**src/rtl/uart_tx_buffered.sv**
```systemverilog
// Byte-wide UART transmitter (8N1) fed by a power-of-two FIFO, with frame-boundary hold
// and a sticky overflow flag for writes attempted while the FIFO is full.
module uart_tx_buffered #(
  parameter int unsigned CLOCKS_PER_BAUD = 104,
  parameter int unsigned DEPTH_BITS      = 4
) (
  input  logic       clock,
  input  logic       reset,
  input  logic       write_i,
  input  logic [7:0] write_data_i,
  output logic       write_ready_o,
  input  logic       hold_i,
  output logic       tx_o,
  output logic       busy_o,
  output logic       overflow_o
);

  localparam int unsigned Depth = 2 ** DEPTH_BITS;
  localparam int unsigned BaudW = (CLOCKS_PER_BAUD > 1) ? $clog2(CLOCKS_PER_BAUD) : 1;
  localparam logic [BaudW-1:0] BaudLast = BaudW'(CLOCKS_PER_BAUD - 1);
  localparam logic [DEPTH_BITS:0] Full = (DEPTH_BITS + 1)'(Depth);
  localparam logic [DEPTH_BITS:0] CountOne = (DEPTH_BITS + 1)'(1);
  localparam logic [DEPTH_BITS-1:0] PtrOne = DEPTH_BITS'(1);

  typedef enum logic [1:0] {StIdle, StStart, StData, StStop} state_t;

  state_t                state;
  logic [BaudW-1:0]      baud_cnt;
  logic [2:0]            bit_cnt;
  logic [7:0]            shift;
  logic [7:0]            mem [Depth];
  logic [DEPTH_BITS-1:0] wr_ptr, rd_ptr;
  logic [DEPTH_BITS:0]   count, count_next;
  logic                  push, pop, baud_last, can_start;

  assign baud_last = (baud_cnt == BaudLast);
  assign can_start = (count != '0) && !hold_i;
  // Pops happen only where a new frame begins: from idle, or chained off the last stop cycle.
  assign pop       = can_start && ((state == StIdle) || ((state == StStop) && baud_last));
  assign push      = write_i && write_ready_o && !reset;
  assign busy_o    = (state != StIdle) || (count != '0);

  always_comb begin
    count_next = count;
    case ({push, pop})
      2'b10:   count_next = count + CountOne;
      2'b01:   count_next = count - CountOne;
      default: count_next = count;
    endcase
  end

  always_ff @(posedge clock) begin
    if (push) mem[wr_ptr] <= write_data_i;
  end

  always_ff @(posedge clock or posedge reset) begin
    if (reset) begin
      wr_ptr        <= '0;
      rd_ptr        <= '0;
      count         <= '0;
      write_ready_o <= 1'b1;
      overflow_o    <= 1'b0;
    end else begin
      if (push) wr_ptr <= wr_ptr + PtrOne;
      if (pop)  rd_ptr <= rd_ptr + PtrOne;
      count         <= count_next;
      write_ready_o <= (count_next != Full);
      if (write_i && !write_ready_o) overflow_o <= 1'b1;
    end
  end

  // tx_o is registered from the current state, so the line lags the state by one cycle.
  always_ff @(posedge clock or posedge reset) begin
    if (reset) begin
      state    <= StIdle;
      baud_cnt <= '0;
      bit_cnt  <= '0;
      shift    <= '0;
      tx_o     <= 1'b1;
    end else begin
      unique case (state)
        StIdle: begin
          tx_o <= 1'b1;
          if (pop) begin
            shift    <= mem[rd_ptr];
            baud_cnt <= '0;
            state    <= StStart;
          end
        end
        StStart: begin
          tx_o <= 1'b0;
          if (baud_last) begin
            baud_cnt <= '0;
            bit_cnt  <= '0;
            state    <= StData;
          end else begin
            baud_cnt <= baud_cnt + BaudW'(1);
          end
        end
        StData: begin
          tx_o <= shift[0];
          if (baud_last) begin
            baud_cnt <= '0;
            shift    <= {1'b0, shift[7:1]};
            if (bit_cnt == 3'd7) state <= StStop;
            else bit_cnt <= bit_cnt + 3'd1;
          end else begin
            baud_cnt <= baud_cnt + BaudW'(1);
          end
        end
        StStop: begin
          tx_o <= 1'b1;
          if (baud_last) begin
            baud_cnt <= '0;
            if (pop) begin
              shift <= mem[rd_ptr];
              state <= StStart;
            end else begin
              state <= StIdle;
            end
          end else begin
            baud_cnt <= baud_cnt + BaudW'(1);
          end
        end
        default: state <= StIdle;
      endcase
    end
  end

endmodule
```
**config.mk**
```make
export PLATFORM = sky130hd
export DESIGN_NAME = uart_tx_buffered
export DESIGN_NICKNAME = d
export VERILOG_FILES = /design/src/rtl/uart_tx_buffered.sv
export SDC_FILE = /design/constraint.sdc
export NUM_CORES = 1
export LEC_CHECK = 0
export ABC_AREA = 1
export BUFFER_PORTS_ARGS = -buffer_cell sky130_fd_sc_hd__buf_4
export CAP_MARGIN = 20
export CORE_ASPECT_RATIO = 1.2
export CORE_UTILIZATION = 47
export DETAILED_ROUTE_END_ITERATION = 10
export RECOVER_POWER = 25
export SETUP_SLACK_MARGIN = 0.02
export SLEW_MARGIN = 25
export SYNTH_ARGS = -nofsm -noshare
export SYNTH_HDL_FRONTEND = slang
export SYNTH_SLANG_ARGS = --single-unit
```
**constraint.sdc**
```tcl
create_clock -name clock -period 2.5 [get_ports clock]
set_input_delay 0.5 -clock clock [delete_from_list [all_inputs] [get_ports clock]]
set_output_delay 0.5 -clock clock [all_outputs]
set_load 0.02 [all_outputs]
```
==> impl_metrics.env, run 1 <==
export IMPL_ys_seq_area_frac=0.663
export IMPL_cts_buffer_depth=2
export IMPL_worstPathMaxFanout=5
export IMPL_finalHoldViolations=0
export IMPL_r2r_slack_ns=0.23
export IMPL_syn_nets=646
export IMPL_drive_above_1_share=0.149
export IMPL_num_io_pins=16
export IMPL_rows=49
export IMPL_place_area_sq_mm=0.00764
export IMPL_cts_tree="built"
export IMPL_yosys_top_cells_area="edfxtp_1, dfrtp_1, o21ai_0"
export IMPL_power_density_mw_per_mm2=792
export IMPL_clk_root_buffer_cell="clkbuf_16"
export IMPL_met3_length_microns=747
export IMPL_top_layer="met4"
export IMPL_crit_arrival_ns=2.62
export IMPL_grt_first_pass_wirelength_mm=24.5
export IMPL_h_tree_depth=4
export IMPL_slowest_delay_ns=0.42
export IMPL_slew_violations=0
export IMPL_hold_class="in -> async"
export IMPL_vias_per_cell=5.48
export IMPL_antenna_cells=0
export IMPL_critPathLaunchType="flop"
export IMPL_vias=4765
export IMPL_met1_length_mm=6.71
export IMPL_yosys_register_bits=164
export IMPL_met2WireLength_mm=8.02
export IMPL_die_area_sq_mm=0.0157
export IMPL_design_area_sq_mm=0.00822
export IMPL_dr_pass1_iters=5
export IMPL_p_leak_nw=3.01
export IMPL_grt_max_degree=67
export IMPL_worstSetupEndpointType="flop"
export IMPL_netlist_instances=619
export IMPL_core_area_sq_mm=0.0150
export IMPL_setup_violations_final=0
export IMPL_antenna_found_initial=0
export IMPL_hpwl_mm=10.2
export IMPL_cts_sinks=164
export IMPL_avgSynthCellArea_sq_um=11.6
export IMPL_synthDistinctLibCells=38
export IMPL_timing_final_crit_period_ns=2.27
export IMPL_rsz0062_at_grt="no"
export IMPL_r2r_cells=19
export IMPL_fillCellCount=1324
export IMPL_synth_largest_area_cell="edfxtp_1"
export IMPL_route_antenna_remaining_nets=0
export IMPL_drt_iter0_drc=382
export IMPL_status="complete, no violations"
export IMPL_fp_dieH_microns=137
export IMPL_tightest_slew_ns=0.826
export IMPL_die_x_microns=115
export IMPL_syn2layout_area_growth_pct=14.8
export IMPL_routed_wl_mm=15.9
export IMPL_grt_usage=0.218
export IMPL_postCtsHoldBufs=0
export IMPL_drc_errors=0
export IMPL_grt_overflow=0
export IMPL_gp_congestion=0.808
export IMPL_worstPathRequired_ns=2.85
export IMPL_max_slew_margin_rel=0.449
export IMPL_cp_cell_sequence="inv_1 > ha_1 > inv_1 > nand2_4 > nand3_4 > nand2_1 > nand2_1 > inv_1 > ha_1 > a21oi_2 > inv_1 > nand3_4 > inv_1 > nand2_1 > nand3_1 > nand2_1 > nand2_1 > nand2_2 > nand3_2"
export IMPL_synth_top_area_frac=0.537
export IMPL_portBuffers=15
export IMPL_wl_per_cell_microns=18.2
export IMPL_clk_latency_ns=0.42
export IMPL_numCtsBuffers=17
export IMPL_max_freq_mhz=441
export IMPL_path_clk_slew_ns=0.06
export IMPL_post_cts_buffers=0
export IMPL_fin_util=0.549
export IMPL_clock_skew_ns=0.00618
export IMPL_crit_slowest_cell="dfrtp_1"
export IMPL_nNetsFinal=680
export IMPL_synthesis_area_sq_mm=0.00716
export IMPL_path_class="reg -> reg"
export IMPL_start_util=0.479
export IMPL_cts_resized=0
export IMPL_vdd_drop_max_mv=0.511
export IMPL_timing_final_crit_share=0.907
export IMPL_grt_pass1_vias=4535
export IMPL_cap_viol_max_count=0
export IMPL_yosysWarningCount=0
[state kept, by name (all words and copies together) (netlist names)]
name and flops:
write_ready_o 1, bit_cnt 3, wr_ptr 4, overflow_o 1, shift 8, rd_ptr 4
tx_o 1, mem 128, count 5, baud_cnt 7, state 2
[worst max-delay path, delay by kind of cell, from the launching register on]
family,cells,cell delay (ns)
and+or+nand+nor,11,0.80
buffers and inverters,5,0.43
DFF,1,0.42
adders and majority gates,2,0.42
AOI/OAI and AO/OA,1,0.12
[layer usage]
layer	track usage	vias up
met5	0	-
met4	0.0981	0
li1	-	2283
met2	0.371	139
met3	0.0458	28
met1	0.269	2315
[cells in the final DEF, fill, tap and decap left out, types with 5 or more instances in the layout]
cell	n
o22ai_1	34
nand2_2	5
o21ai_1	8
o21ai_2	9
nand2_1	57
edfxtp_1	128
nor3_1	5
ha_1	15
clkinvlp_4	8
nand4_1	5
clkbuf_1	9
dfrtp_1	33
clkbuf_16	17
buf_4	31
o21ai_0	88
xor2_1	9
inv_1	36
nor2_1	102
nand3_1	20
[cell type report]
type	count	area, sq um	share of cell area
Multi-Input combinational cell	390	2170	0.264
Tap cell	204	255	0.0311
Timing Repair Buffer	40	299	0.0364
Inverter	40	156	0.0190
Clock inverter	13	159	0.0193
Clock buffer	19	433	0.0527
Sequential cell	164	4750	0.578
[cell usage after synthesis (all sizes together)]
library cell	n
nand4	6
o21bai	1
clkbuf	13
nand2	66
a311oi	1
edfxtp	128
a32o	2
a21oi	6
nand3	26
buf	12
inv	39
o32ai	2
nor2	105
nor3	6
xor2	9
dfstp	2
o21ai	105
xnor2	1
o22ai	34
dfrtp	34
o211ai	1
o221ai	3
clkinv	1
nand3b	1
ha	15
[path summary, 6_finish.rpt]
| path | startpoint | endpoint |
|---|---|---|
| max | state[0] | write_ready_o |
| min | reset | baud_cnt[2] |
| max reg2reg | state[0] | write_ready_o |
| min reg2reg | overflow_o | overflow_o |
| max in group asynchronous | reset | tx_o |
| min in group clock | write_i | overflow_o |
[power breakdown]
part | leakage (nW) | switching, mW | internal (mW)
Sequential | 1.58 | 0.112 | 3.13
Clock | 0.263 | 1.04 | 1.56
Combinational | 1.16 | 0.452 | 0.212
[through the flow]
| stage | cells | TNS, ns | hold WS, ns | setup WS [ns] | power [mW] |
|---|---|---|---|---|---|
| 4_1_cts | 870 | 0 | 0.269 | 0.187 | 6.56 |
| 5_1_grt | 870 | 0 | 0.297 | 0.0366 | 6.77 |
| 3_3_place_gp | 838 | 0 | 0.473 | 0.277 | 3.94 |
| 2_1_floorplan | 619 | -0.00786 | 0.457 | -0.00786 | 3.72 |
| 3_5_place_dp | 838 | 0 | 0.471 | 0.183 | 3.96 |
| 6_report | 870 | 0 | 0.259 | 0.232 | 6.51 |
[cells by family (layout without fill, tap and decap cells)]
group                    count (synthesis)  count (layout)  share of synthesized area
AO/OA/AOI/OAI                          155             155                      0.127
XOR/XNOR                                10              10                     0.0122
adder cells (fa/ha/maj)                 15              15                     0.0262
buffers and inverters                   65             112                     0.0363
flip-flops                             164             164                      0.663
AND/OR/NAND/NOR                        210             210                      0.135
No activity file was read; power rests on OpenSTA's default activity.
==> run 2: changes to the inputs <==
--- a/config.mk
+++ b/config.mk
@@ -9,8 +9,9 @@
 export BUFFER_PORTS_ARGS = -buffer_cell sky130_fd_sc_hd__buf_4
 export CAP_MARGIN = 20
 export CORE_ASPECT_RATIO = 1.2
-export CORE_UTILIZATION = 47
+export CORE_UTILIZATION = 55
 export DETAILED_ROUTE_END_ITERATION = 10
+export PLACE_DENSITY = 0.71
 export RECOVER_POWER = 25
 export SETUP_SLACK_MARGIN = 0.02
 export SLEW_MARGIN = 25
==> impl_metrics.env, run 2 (synthesized netlist as in run 1, its figures left out) <==
export IMPL_pre_cts_ws_ns=0.137
export IMPL_timing_final_crit_period_ns=2.26
export IMPL_cts_tree="built"
export IMPL_final_common_cell="edfxtp_1"
export IMPL_timing_final_crit_share=0.904
export IMPL_clock_skew_ns=0.00574
export IMPL_num_io_pins=16
export IMPL_status="complete, no violations"
export IMPL_route_antenna_remaining_nets=0
export IMPL_critical_path_top_delay_family="simple AND/OR/NAND/NOR gates"
export IMPL_rsz0062_at_grt="no"
export IMPL_r2r_slack_ns=0.24
export IMPL_clk_root_buffer_cell="clkbuf_16"
export IMPL_p_leak_nw=3.03
export IMPL_tns_ns=0
export IMPL_rows=45
export IMPL_cp_cell_sequence="ha_2 > nand2_2 > nor2_4 > nand3_2 > nand2_4 > nand4_1 > nand2_1 > inv_1 > ha_1 > a21oi_2 > inv_1 > nand3_4 > inv_1 > nand2_1 > nand3_1 > nand2_1 > nand2_1 > nand2_2 > nand3_2"
export IMPL_cap_viol_max_count=0
export IMPL_worstPathRequired_ns=2.85
export IMPL_r2r_cells=19
export IMPL_top_register="mem"
export IMPL_routed_wl_mm=15.4
export IMPL_fin_util=0.645
export IMPL_grt_first_pass_wirelength_mm=24.1
export IMPL_r2r_start="baud_cnt[0]"
export IMPL_path_clk_slew_ns=0.06
export IMPL_grt_max_degree=45
export IMPL_drive_above_1_share=0.164
export IMPL_die_area_sq_mm=0.0135
export IMPL_final_cell_mix="edfxtp_1, nor2_1, o21ai_0"
export IMPL_top_layer="met4"
export IMPL_fin_ws_ns=0.240
export IMPL_crit_slowest_cell="dfrtp_1"
export IMPL_crit_buf_inv=3
export IMPL_wl_per_cell_microns=18.5
export IMPL_drt_iter0_drc=372
export IMPL_postCtsHoldBufs=0
export IMPL_finalHoldViolations=0
export IMPL_crit_arrival_ns=2.61
export IMPL_r2r_end="write_ready_o"
export IMPL_drc_errors=0
export IMPL_portBuffers=15
export IMPL_max_freq_mhz=442
export IMPL_worstPathMaxFanout=5
export IMPL_numCtsBuffers=17
export IMPL_fillCellCount=981
export IMPL_slew_violations=0
export IMPL_start_util=0.565
export IMPL_met1_length_mm=6.13
export IMPL_met3_length_microns=797
export IMPL_fp_dieH_microns=127
export IMPL_gp_congestion=0.817
export IMPL_die_x_microns=106
export IMPL_met2WireLength_mm=8.05
export IMPL_core_area_sq_mm=0.0127
export IMPL_critPathLaunchType="flop"
export IMPL_grt_overflow=0
export IMPL_holdWs_ns=0.257
export IMPL_hold_class="in -> async"
export IMPL_antenna_cells=0
export IMPL_largest_reg_flops=128
export IMPL_setup_violations_final=0
export IMPL_worstSetupEndpointType="flop"
export IMPL_h_tree_depth=4
export IMPL_power_density_mw_per_mm2=788
export IMPL_hpwl_mm=10.1
export IMPL_vdd_drop_max_mv=0.587
export IMPL_max_slew_margin_rel=0.452
export IMPL_dr_pass1_iters=5
export IMPL_clk_latency_ns=0.43
export IMPL_design_area_sq_mm=0.00818
export IMPL_vias_per_cell=5.76
export IMPL_critical_path_most_common_cell="nand2_1"
export IMPL_nNetsFinal=683
export IMPL_vias=4801
export IMPL_grt_pass1_vias=4695
export IMPL_grt_usage=0.243
export IMPL_place_area_sq_mm=0.00757
export IMPL_reg_top3="mem: 128 flops, shift: 8 flops, baud_cnt: 7 flops"
export IMPL_cts_buffer_depth=2
export IMPL_slowest_delay_ns=0.38
export IMPL_syn2layout_area_growth_pct=14.2
export IMPL_cts_sinks=164
export IMPL_path_class="reg -> reg"
export IMPL_tightest_slew_ns=0.822
export IMPL_antenna_found_initial=0
run 2: through the flow:
step | power (mW) | std cells
finish | 6.44 | 833
global route | 6.68 | 833
CTS | 6.48 | 830
detailed placement | 3.96 | 798
global placement | 3.95 | 798
floorplan | 3.72 | 619
run 2: where the power goes:
| part | total [mW] | internal (mW) | leakage, nW | switching, mW |
|---|---|---|---|---|
| clock | 2.53 | 1.47 | 0.272 | 1.06 |
| combinational | 0.663 | 0.212 | 1.17 | 0.451 |
| sequential | 3.25 | 3.13 | 1.58 | 0.114 |
| total | 6.44 | 4.82 | 3.03 | 1.63 |
run 2: worst reg2reg max path, cell delays in order (launching register included):
cell,delay [ns]
dfrtp_1,0.38
ha_2,0.21
nand2_2,0.09
nor2_4,0.13
nand3_2,0.08
nand2_4,0.14
nand4_1,0.10
nand2_1,0.10
inv_1,0.06
ha_1,0.18
a21oi_2,0.13
inv_1,0.09
nand3_4,0.09
inv_1,0.05
nand2_1,0.05
nand3_1,0.06
nand2_1,0.07
nand2_1,0.05
nand2_2,0.07
nand3_2,0.05
run 2: what timing repair did:
| item | in CTS | in global routing |
|---|---|---|
| setup endpoints to repair | 0 | 3 |
| gates resized for setup | 0 | 6 |
| endpoints found under the hold margin | 0 | 0 |
| buffers inserted | 0 | 3 |
run 2: cell type report:
class | instances | area [sq um] | share of cell area
sequential | 164 | 4750 | 0.581
multi-input combinational | 390 | 2180 | 0.267
clock buffer | 17 | 425 | 0.0520
tap | 164 | 205 | 0.0251
clock inverter | 15 | 158 | 0.0193
timing repair buffer | 43 | 300 | 0.0367
inverter | 40 | 156 | 0.0191
run 2: how the worst max path moves through the flow:
stage / start / depth (start not counted) / end
2_1_floorplan: reset / 16 / write_ready_o
3_3_place_gp: state[0] / 19 / write_ready_o
3_5_place_dp: state[1] / 18 / write_ready_o
4_1_cts: state[1] / 18 / write_ready_o
5_1_grt: baud_cnt[0] / 19 / write_ready_o
6_report: baud_cnt[0] / 19 / write_ready_o
run 2: routing by layer:
layer	GRT usage	vias up
li1	-	2290
met1	0.293	2329
met2	0.418	144
met3	0.0459	38
met4	0.123	0
met5	0	-
==> run 3: changes to the inputs <==
--- a/config.mk
+++ b/config.mk
@@ -5,10 +5,10 @@
 export SDC_FILE = /design/constraint.sdc
 export NUM_CORES = 1
 export LEC_CHECK = 0
-export ABC_AREA = 1
 export BUFFER_PORTS_ARGS = -buffer_cell sky130_fd_sc_hd__buf_4
 export CAP_MARGIN = 20
 export CORE_ASPECT_RATIO = 1.2
+export CORE_MARGIN = 5
 export CORE_UTILIZATION = 55
 export DETAILED_ROUTE_END_ITERATION = 10
 export PLACE_DENSITY = 0.71
==> impl_metrics.env, run 3 <==
export IMPL_path_class="reg -> reg"
export IMPL_synthesis_area_sq_mm=0.00715
export IMPL_synthTopCellsByCount="edfxtp_1, mux4_2, dfrtp_1, nand2_1, and2_1"
export IMPL_multiInputGateArea_sq_mm=0.00235
export IMPL_netlist_instances=427
export IMPL_start_util=0.562
export IMPL_synth_largest_area_cell="edfxtp_1"
export IMPL_finalHoldViolations=0
export IMPL_cts_tree="built"
export IMPL_tightest_slew_ns=0.635
export IMPL_syn2layout_area_growth_pct=19.4
export IMPL_vdd_drop_max_mv=0.658
export IMPL_dr_pass1_iters=4
export IMPL_portBuffers=15
export IMPL_cts_buffer_depth=2
export IMPL_clk_root_buffer_cell="clkbuf_16"
export IMPL_reg_top3="mem: 128 flops, shift: 8 flops, baud_cnt: 7 flops"
export IMPL_r2r_slack_ns=-0.25
export IMPL_drc_errors=0
export IMPL_antenna_cells=0
export IMPL_h_tree_depth=4
export IMPL_grt_max_degree=26
export IMPL_status="finished, violations left"
export IMPL_fin_ws_ns=-0.248
export IMPL_seq_area_sq_mm=0.00475
export IMPL_holdWs_ns=0.120
export IMPL_grt_usage=0.209
export IMPL_max_slew_margin_rel=0.577
export IMPL_num_io_pins=16
export IMPL_fp_dieH_microns=135
export IMPL_top_register="mem"
export IMPL_place_area_sq_mm=0.00782
export IMPL_fin_util=0.671
export IMPL_yosysWarningCount=0
export IMPL_power_density_mw_per_mm2=1100
export IMPL_vias=4084
export IMPL_synth_edff_count=128
export IMPL_rows=45
export IMPL_die_x_microns=114
export IMPL_synthFlopType="edfxtp_1"
export IMPL_grt_pass1_vias=4351
export IMPL_die_area_sq_mm=0.0154
export IMPL_hpwl_mm=9.93
export IMPL_antenna_found_initial=0
export IMPL_max_freq_mhz=364
export IMPL_drive_above_1_share=0.324
export IMPL_fillCellCount=866
export IMPL_cts_sinks=164
export IMPL_hold_class="in -> async"
export IMPL_drt_iter0_drc=265
export IMPL_worstSetupEndpointType="flop"
export IMPL_critPathLaunchType="flop"
export IMPL_vias_per_cell=5.99
export IMPL_path_clk_slew_ns=0.07
export IMPL_r2r_cells=12
export IMPL_synth_top_area_frac=0.537
export IMPL_largest_reg_flops=128
export IMPL_core_area_sq_mm=0.0127
export IMPL_yosys_top_cells_area="edfxtp_1, mux4_2, dfrtp_1"
export IMPL_async_reset_ff_frac=0.220
export IMPL_p_leak_nw=3.11
export IMPL_avgSynthCellArea_sq_um=16.7
export IMPL_syn_nets=454
export IMPL_post_synth_top_count_cell="edfxtp_1"
export IMPL_yosys_register_bits=164
export IMPL_clock_skew_ns=0.0110
export IMPL_setup_violations_final=3
export IMPL_timing_final_crit_period_ns=2.75
export IMPL_route_antenna_remaining_nets=0
export IMPL_final_cell_mix="edfxtp_1, buf_4, mux4_2"
export IMPL_rsz0062_at_grt="yes"
export IMPL_timing_final_crit_share=1.10
export IMPL_gp_congestion=0.876
export IMPL_numCtsBuffers=17
export IMPL_ys_seq_area_frac=0.664
export IMPL_routed_wl_mm=14.9
export IMPL_slew_violations=0
export IMPL_worstPathMaxFanout=3
export IMPL_cap_viol_max_count=0
export IMPL_nNetsFinal=532
export IMPL_grt_first_pass_wirelength_mm=23.8
export IMPL_r2r_end="write_ready_o"
export IMPL_final_common_cell="edfxtp_1"
export IMPL_postCtsHoldBufs=0
export IMPL_crit_arrival_ns=3.08
export IMPL_clk_latency_ns=0.42
export IMPL_synthDistinctLibCells=60
export IMPL_wl_per_cell_microns=21.8
export IMPL_grt_overflow=0
export IMPL_r2r_start="baud_cnt[1]"
export IMPL_violations="negative setup slack"
export IMPL_worstPathRequired_ns=2.83
export IMPL_design_area_sq_mm=0.00854
## run 3: cell type report
type                    instances  share of cell area
clock inverters                14              0.0174
repair buffers                 79              0.0716
multi-input cells             230               0.275
well taps                     164              0.0240
flip-flops and latches        164               0.556
inverters                      13             0.00601
clock buffers                  18              0.0502
## run 3: critical path, stage by stage, from the launching register on
cell and delay, ns:
dfrtp_1 0.36, ha_2 0.18, and3_4 0.19, a41o_4 0.23
nand3_4 0.09, xnor2_2 0.15, ha_2 0.18, a21o_1 0.18
or3_1 0.43, nor4_4 0.21, nor4b_1 0.10, and4bb_1 0.28
nand4_1 0.10
## run 3: layer usage
layer / share of wire / up-vias / wire [microns] / GRT usage
li1: - / 1855 / - / -
met1: 0.40 / 2108 / 5930 / 0.253
met2: 0.55 / 105 / 8120 / 0.368
met3: 0.042 / 16 / 618 / 0.0430
met4: 0.013 / 0 / 199 / 0.0785
met5: 0 / - / 0 / 0
## run 3: worst max path at each step
stage | from | end | cells past startpoint
2_1_floorplan | baud_cnt[1] | write_ready_o | 14
3_3_place_gp | baud_cnt[1] | write_ready_o | 12
3_5_place_dp | baud_cnt[1] | write_ready_o | 12
4_1_cts | baud_cnt[1] | write_ready_o | 13
5_1_grt | baud_cnt[1] | write_ready_o | 12
6_report | baud_cnt[1] | write_ready_o | 12
## run 3: where the power goes
part	switching, mW	internal [mW]	leakage [nW]
Clock	1.10	1.40	0.279
Sequential	0.285	3.28	1.61
Combinational	1.61	1.70	1.22
Total	2.99	6.39	3.11
## run 3: repair_timing
item                                   CTS  global route
endpoints found under the hold margin    0             0
setup endpoints to repair                2             3
pin swaps                                7             8
setup buffers                            3             7
gates resized for setup                 11             6
## run 3: kinds of logic after synthesis
family,share of synthesized area
flops,0.664
mux,0.129
fa+ha+maj,0.0262
xor+xnor,0.0135
buf+inv,0.0227
simple gates,0.0807
compound gates,0.0644
## run 3: metrics by stage
step                      setup slack, ns  power [mW]  cells  TNS, ns
after floorplan                    -0.400        5.66    427   -0.820
after global placement             -0.237        6.59    640   -0.392
after detailed placement           -0.303        6.69    640   -0.519
after CTS                          -0.186        9.33    675   -0.296
after global routing               -0.389        9.86    682   -0.773
final                              -0.248        9.38    682   -0.486
